## config.mk

```make
export PLATFORM = sky130hd
export DESIGN_NAME = uart_rx_entry
export DESIGN_NICKNAME = d
export VERILOG_FILES = /design/src/rtl/uart_rx_pkg.sv /design/src/rtl/uart_rx_sync.sv /design/src/rtl/uart_rx_entry.sv
export SDC_FILE = /design/constraint.sdc
export NUM_CORES = 1
export LEC_CHECK = 0
export BUFFER_PORTS_ARGS = -buffer_cell sky130_fd_sc_hd__buf_2
export CAP_MARGIN = 20
export CORE_ASPECT_RATIO = 0.9
export CORE_MARGIN = 1
export CORE_UTILIZATION = 62
export CTS_CLUSTER_DIAMETER = 100
export DETAILED_ROUTE_END_ITERATION = 10
export PLACE_DENSITY = 0.87
export SYNTH_ARGS = -nofsm -noshare
export SYNTH_HDL_FRONTEND = slang
export SYNTH_SLANG_ARGS = --single-unit
```

## constraint.sdc

```tcl
create_clock -name clk -period 2.9 [get_ports clk]
set_input_delay 0.145 -clock clk [delete_from_list [all_inputs] [get_ports clk]]
set_output_delay 0.145 -clock clk [all_outputs]
set_load 0.01 [all_outputs]
```

## src/rtl/uart_rx_pkg.sv

```systemverilog
// Shared definitions for the UART receiver slice.
// Holds the receiver state encoding and the default frame geometry
// (clocks per serial bit, data bits per frame) used by uart_rx_entry.
package uart_rx_pkg;

  localparam int DefaultClksPerBit = 5;
  localparam int DefaultDataBits   = 8;

  // PARITY is only entered when the receiver is built with UART_RX_PARITY_EN.
  typedef enum logic [2:0] {
    ARM,
    IDLE,
    START,
    DATA,
    PARITY,
    STOP
  } rxState_e;

endpackage

```

## src/rtl/uart_rx_sync.sv

```systemverilog
// Two-flop synchroniser for the asynchronous serial input.
// Both flops reset to 1 so the line reads idle while rst_n is low.
// Ports:
//   clk    system clock, rising edge
//   rst_n  asynchronous active-low reset
//   d_i    raw asynchronous serial line
//   q_o    synchronised line, two clocks behind d_i
module uart_rx_sync (
  input  logic clk,
  input  logic rst_n,
  input  logic d_i,
  output logic q_o
);

  logic meta_q;
  logic sync_q;

  // First stage may go metastable; the second stage gives it a cycle to settle.
  always_ff @(posedge clk or negedge rst_n) begin
    if (!rst_n) begin
      meta_q <= 1'b1;
      sync_q <= 1'b1;
    end else begin
      meta_q <= d_i;
      sync_q <= meta_q;
    end
  end

  assign q_o = sync_q;

endmodule

```

## src/rtl/uart_rx_entry.sv

```systemverilog
// UART receiver: start bit, DATA_BITS data bits LSB first, one stop bit.
// The line is oversampled with clk and each bit is sampled at its midpoint.
// Optional feature macro: UART_RX_PARITY_EN adds one even-parity bit between
// the last data bit and the stop bit, plus the parity_err output.
// Ports:
//   clk        system clock, rising edge
//   rst_n      asynchronous active-low reset
//   rx         serial line, idle high, asynchronous to clk
//   rx_data    last correctly framed byte, bit0 = first received
//   rx_valid   one-cycle pulse when rx_data is updated
//   frame_err  one-cycle pulse when the stop bit was sampled low
//   parity_err one-cycle pulse on parity mismatch (UART_RX_PARITY_EN only)
//   busy       high while a frame is in progress (START..STOP)
module uart_rx_entry
  import uart_rx_pkg::*;
#(
  parameter int CLKS_PER_BIT = DefaultClksPerBit,
  parameter int DATA_BITS    = DefaultDataBits
) (
  input  logic                 clk,
  input  logic                 rst_n,
  input  logic                 rx,
  output logic [DATA_BITS-1:0] rx_data,
  output logic                 rx_valid,
  output logic                 frame_err,
`ifdef UART_RX_PARITY_EN
  output logic                 parity_err,
`endif
  output logic                 busy
);

  localparam int TickW = (CLKS_PER_BIT > 1) ? $clog2(CLKS_PER_BIT) : 1;
  localparam int BitW  = $clog2(DATA_BITS + 1);

  localparam logic [TickW-1:0] TickLast  = TickW'(CLKS_PER_BIT - 1);
  // The edge-detect cycle in IDLE already counts as tick 0 of the start bit,
  // so START reaches the midpoint one count earlier than CLKS_PER_BIT/2.
  localparam logic [TickW-1:0] TickHalf  = TickW'(CLKS_PER_BIT / 2 - 1);
  localparam logic [BitW-1:0]  BitLast   = BitW'(DATA_BITS - 1);

  rxState_e             state_q;
  logic [TickW-1:0]     tickCnt_q;
  logic [BitW-1:0]      bitCnt_q;
  logic [DATA_BITS-1:0] shift_q;
  logic [DATA_BITS-1:0] shift_d;
  logic                 rxPrev_q;
  logic [DATA_BITS-1:0] rxData_q;
  logic                 rxValid_q;
  logic                 frameErr_q;
  logic                 busy_q;
  logic                 rxS;
`ifdef UART_RX_PARITY_EN
  logic                 parityBad_q;
  logic                 parityErr_q;
`endif

  uart_rx_sync uSync (
    .clk   (clk),
    .rst_n (rst_n),
    .d_i   (rx),
    .q_o   (rxS)
  );

  // New bits enter at the MSB so the first received bit ends up in bit 0.
  assign shift_d = {rxS, shift_q[DATA_BITS-1:1]};

  always_ff @(posedge clk or negedge rst_n) begin
    if (!rst_n) begin
      state_q     <= ARM;
      tickCnt_q   <= '0;
      bitCnt_q    <= '0;
      shift_q     <= '0;
      rxPrev_q    <= 1'b1;
      rxData_q    <= '0;
      rxValid_q   <= 1'b0;
      frameErr_q  <= 1'b0;
      busy_q      <= 1'b0;
`ifdef UART_RX_PARITY_EN
      parityBad_q <= 1'b0;
      parityErr_q <= 1'b0;
`endif
    end else begin
      rxValid_q  <= 1'b0;
      frameErr_q <= 1'b0;
`ifdef UART_RX_PARITY_EN
      parityErr_q <= 1'b0;
`endif
      rxPrev_q   <= rxS;
      case (state_q)
        // A line held low (out of reset or after a break) must go high first.
        ARM: begin
          if (rxS) state_q <= IDLE;
        end
        IDLE: begin
          if (rxPrev_q && !rxS) begin
            state_q   <= START;
            tickCnt_q <= '0;
            bitCnt_q  <= '0;
            busy_q    <= 1'b1;
          end
        end
        // A start bit that is high again at its midpoint was a glitch.
        START: begin
          if (tickCnt_q == TickHalf) begin
            tickCnt_q <= '0;
            if (!rxS) begin
              state_q <= DATA;
            end else begin
              state_q <= IDLE;
              busy_q  <= 1'b0;
            end
          end else begin
            tickCnt_q <= tickCnt_q + 1'b1;
          end
        end
        DATA: begin
          if (tickCnt_q == TickLast) begin
            tickCnt_q <= '0;
            shift_q   <= shift_d;
            if (bitCnt_q == BitLast) begin
`ifdef UART_RX_PARITY_EN
              state_q <= PARITY;
`else
              state_q <= STOP;
`endif
            end else begin
              bitCnt_q <= bitCnt_q + 1'b1;
            end
          end else begin
            tickCnt_q <= tickCnt_q + 1'b1;
          end
        end
        PARITY: begin
`ifdef UART_RX_PARITY_EN
          if (tickCnt_q == TickLast) begin
            tickCnt_q   <= '0;
            parityBad_q <= (^shift_q) ^ rxS;
            state_q     <= STOP;
          end else begin
            tickCnt_q <= tickCnt_q + 1'b1;
          end
`else
          state_q <= ARM;
          busy_q  <= 1'b0;
`endif
        end
        // A low stop bit takes priority over any parity result.
        STOP: begin
          if (tickCnt_q == TickLast) begin
            tickCnt_q <= '0;
            busy_q    <= 1'b0;
            if (rxS) begin
              state_q <= IDLE;
`ifdef UART_RX_PARITY_EN
              if (parityBad_q) begin
                parityErr_q <= 1'b1;
              end else begin
                rxData_q  <= shift_q;
                rxValid_q <= 1'b1;
              end
`else
              rxData_q  <= shift_q;
              rxValid_q <= 1'b1;
`endif
            end else begin
              state_q    <= ARM;
              frameErr_q <= 1'b1;
            end
          end else begin
            tickCnt_q <= tickCnt_q + 1'b1;
          end
        end
        default: begin
          state_q <= ARM;
          busy_q  <= 1'b0;
        end
      endcase
    end
  end

  assign rx_data   = rxData_q;
  assign rx_valid  = rxValid_q;
  assign frame_err = frameErr_q;
  assign busy      = busy_q;
`ifdef UART_RX_PARITY_EN
  assign parity_err = parityErr_q;
`endif

endmodule

```

==> impl_results.md <==
- Initial core utilization: 0.674
- Post-route cell area: about 0.0017 mm2
- Synth unique cells: 37
- Placed cells: 160
- DR WL/cell: 15.2 um
- Vias per cell: slightly below 6
- Worst reg2reg path depth: 4
- Syn_area_per_cell: 12.2 um2
- Die area: between 0.002 and 0.003 mm2
- Largest net degree at the start of global routing: 33
- Ports: 14
- Final ANT Viol Nets: 0
- Final Hold Viols: 0
- Layout fillers: about 160
- Worst min-delay path class: reg2reg
- Dpl hpwl: approximately 1.7 mm
- CTS Sinks: 32
- Yosys warnings: 0
- Final setup TNS: 0 ns
- Worst-Margin Slew: about 0.67 ns
- Die width: 54.0 um
- DR iter-0 viols: 15
- Post-Synthesis Cells: between 100 and 150
- Syn_nets: 131
- Vias: 993
- Met2 GRT Util: 0.366
- Outcome: complete, no violations
- CTS root buf: clkbuf_4
- Arr. time, crit path: about 2 ns
- P&R area growth vs syn: 10.4%
- Placed Area: 0.00157 mm2
- FF/Latch Area: 805 um2
- CTS clk-pin slew, worst paths: 0.09 ns
- Max-cap violations: 0
- Register area share after synthesis: 0.533
- CTS tree: done
- Min-delay src: uSync.meta_q$_DFF_PN1_
- RR Endpoint: rx_data[1]$_DFFE_PN0P_
- Hold Path Cell Cnt: 0
- Critical path cell sequence: nor2b_4 -> nand2_1 -> nor3_4 -> mux2_2
- FFs w/ async S/R, synth: 1.00
- Worst vdd ir: approximately 0.64 mV
- Leakage: just over 0.8 nW
- Layout Nets: 149
- Most instantiated library cell after synthesis: dfrtp_1
- FP Rows: 16
- Met1 Use GR: 0.313
- Die Height: ~50 um
- Reg2reg setup slack: 1.10 ns
- Clock Latency Late Sink: about 0.32 ns
- Final Skew: ~0.0044 ns
- Fmax: 556 MHz
- N_diodes: 0
- CP peak stage delay: around 0.57 ns
- Tot Pwr: between 1 and 1.5 mW
- GP Congestion: 0.867
- Startpoint Class: flip-flop
- RSZ-0062 raised after global routing: false
- Vias in the first global route: ~1000
- Synth cell count leaders: 29 x dfrtp_1, 16 x mux2_2, 11 x nand2_1
- Total Wirelength: about 2.6 mm
- Fin crit period: 1.80 ns
- Part of the cycle the worst path needs: 0.620
- Fraction of layout cells with a size suffix above 1: 0.336
- Area occupied by multi-input gates: roughly 650 um2
- GR Util All Layers: 0.239
- DRC: 0
- Crit Path Class: reg2reg
- First-pass GRT wire length: approximately 4.5 mm
- DRT Pass-1 Iters: 4
- Final setup viols: 0
- Global route hottest layer: met2
- GRT overflow: 0
- CP endpoint kind: flip-flop
- Post-Syn Area: ~0.0015 mm2
- Worst hold path endpoint: uSync.q_o$_DFF_PN1_
- Slowest-stage cell, CP: dfrtp_1
- Main synth FF type: dfrtp_1
- Data required, critical path: about 3.1 ns
- Post-synth top area cell: dfrtp_1
- M3 GR Usage: 0.0685
- Clock Path Buffers: 2
- CP max FO: 13
- CTS Buf Count: 5
- H-tree lvl count: 2
- Share of the synthesized area in the top cell type: 0.481
- Post-synth EDFFs: 0
- Final WS setup: ~1.1 ns
- PD cells: a little over 800 mW/mm2
- Yosys reg bits: 32
- Pins Over Slew Limit: 0
- IO buf count: 13
- Synth top area cells: dfrtp_1 48%, mux2_2 12%, dfstp_2 5.2%
- Final cell count without fillers: 170
- Rel. slew slack: 0.551
- Reg-to-Reg Start: state_q[0]$_DFFE_PN0P_
- Post-CTS Setup Bufs: 0
- Initial antenna violation count: 0
- Core ar.: around 0.0022 mm2
- Pre-CTS WS: approximately 1.1 ns
[power breakdown]
part           leakage, nW  internal (mW)  switching (mW)
Clock               0.0422          0.181           0.142
Combinational        0.358          0.187           0.195
Sequential           0.417          0.530           0.116
[worst max-delay path, delay by kind of cell, from the launching register on]
| family | cells | cell delay [ns] |
|---|---|---|
| DFF | 1 | 0.57 |
| muxes | 1 | 0.39 |
| and+or+nand+nor | 3 | 0.72 |
[cell families after synthesis]
logic type	synth area share
simple gates	0.186
flops	0.533
mux	0.137
compound gates	0.0762
buf+inv	0.0348
fa+ha+maj	0.0331
[layout make-up]
class	instances	area share
sequential	32	0.482
inverter	4	0.00900
clock inverter	2	0.0210
clock buffer	6	0.0248
multi-input combinational	84	0.392
timing repair buffer	15	0.0510
tap	27	0.0203
[layout by cell type (no fill, tap or decap), types with 2 or more instances in the layout]
| cell type | n |
|---|---|
| dfrtp_1 | 29 |
| nand2_1 | 11 |
| ha_1 | 4 |
| buf_2 | 13 |
| nand3b_1 | 2 |
| and2b_2 | 3 |
| dlygate4sd3_1 | 2 |
| a22o_1 | 2 |
| nand3_1 | 2 |
| o21ai_0 | 5 |
| inv_1 | 4 |
| nor3_1 | 2 |
| nand2b_1 | 3 |
| dfstp_2 | 3 |
| a21oi_1 | 3 |
| o211ai_1 | 2 |
| mux2_2 | 16 |
| clkbuf_4 | 5 |
| nand4_1 | 4 |
| nor2_1 | 7 |
[routing by layer]
layer | share of wire | vias up | wire (um)
li1 | - | 482 | -
met1 | 0.47 | 485 | 1220
met2 | 0.48 | 23 | 1250
met3 | 0.036 | 3 | 93
met4 | 0.0074 | 0 | 19
met5 | 0 | - | 0
[metrics by stage]
stage,hold WS (ns),util
after CTS,0.367,0.744
after global placement,0.211,0.701
after global routing,0.370,0.744
after detailed placement,0.220,0.701
final,0.365,0.744
after floorplan,-0.151,-
[sequential cells by signal, summed over array words and instances, names as in the netlist]
name	flops
bitCnt_q	4
state_q	3
rx_data	8
rx_valid	1
rxPrev_q	1
tickCnt_q	3
uSync.q_o	1
shift_q	8
busy	1
uSync.meta_q	1
frame_err	1
[what timing repair did]
item	in CTS	in global routing
endpoints found under the hold margin	30	0
hold buffers	2	0
gates resized for setup	0	0
[worst max path at each step]
stage	from	end	cells after the start	slack, ns
after floorplan	tickCnt_q[0]$_DFFE_PN0P_	bitCnt_q[1]$_DFFE_PN0P_	7	1.30
after global placement	tickCnt_q[0]$_DFFE_PN0P_	rx_data[0]$_DFFE_PN0P_	5	1.18
after detailed placement	state_q[1]$_DFFE_PN0P_	rx_data[5]$_DFFE_PN0P_	4	1.14
after CTS	state_q[0]$_DFFE_PN0P_	rx_data[1]$_DFFE_PN0P_	4	1.09
after global routing	state_q[0]$_DFFE_PN0P_	rx_data[1]$_DFFE_PN0P_	4	0.95
final	state_q[0]$_DFFE_PN0P_	rx_data[1]$_DFFE_PN0P_	4	1.10
Power figures use the tool's default switching activity.
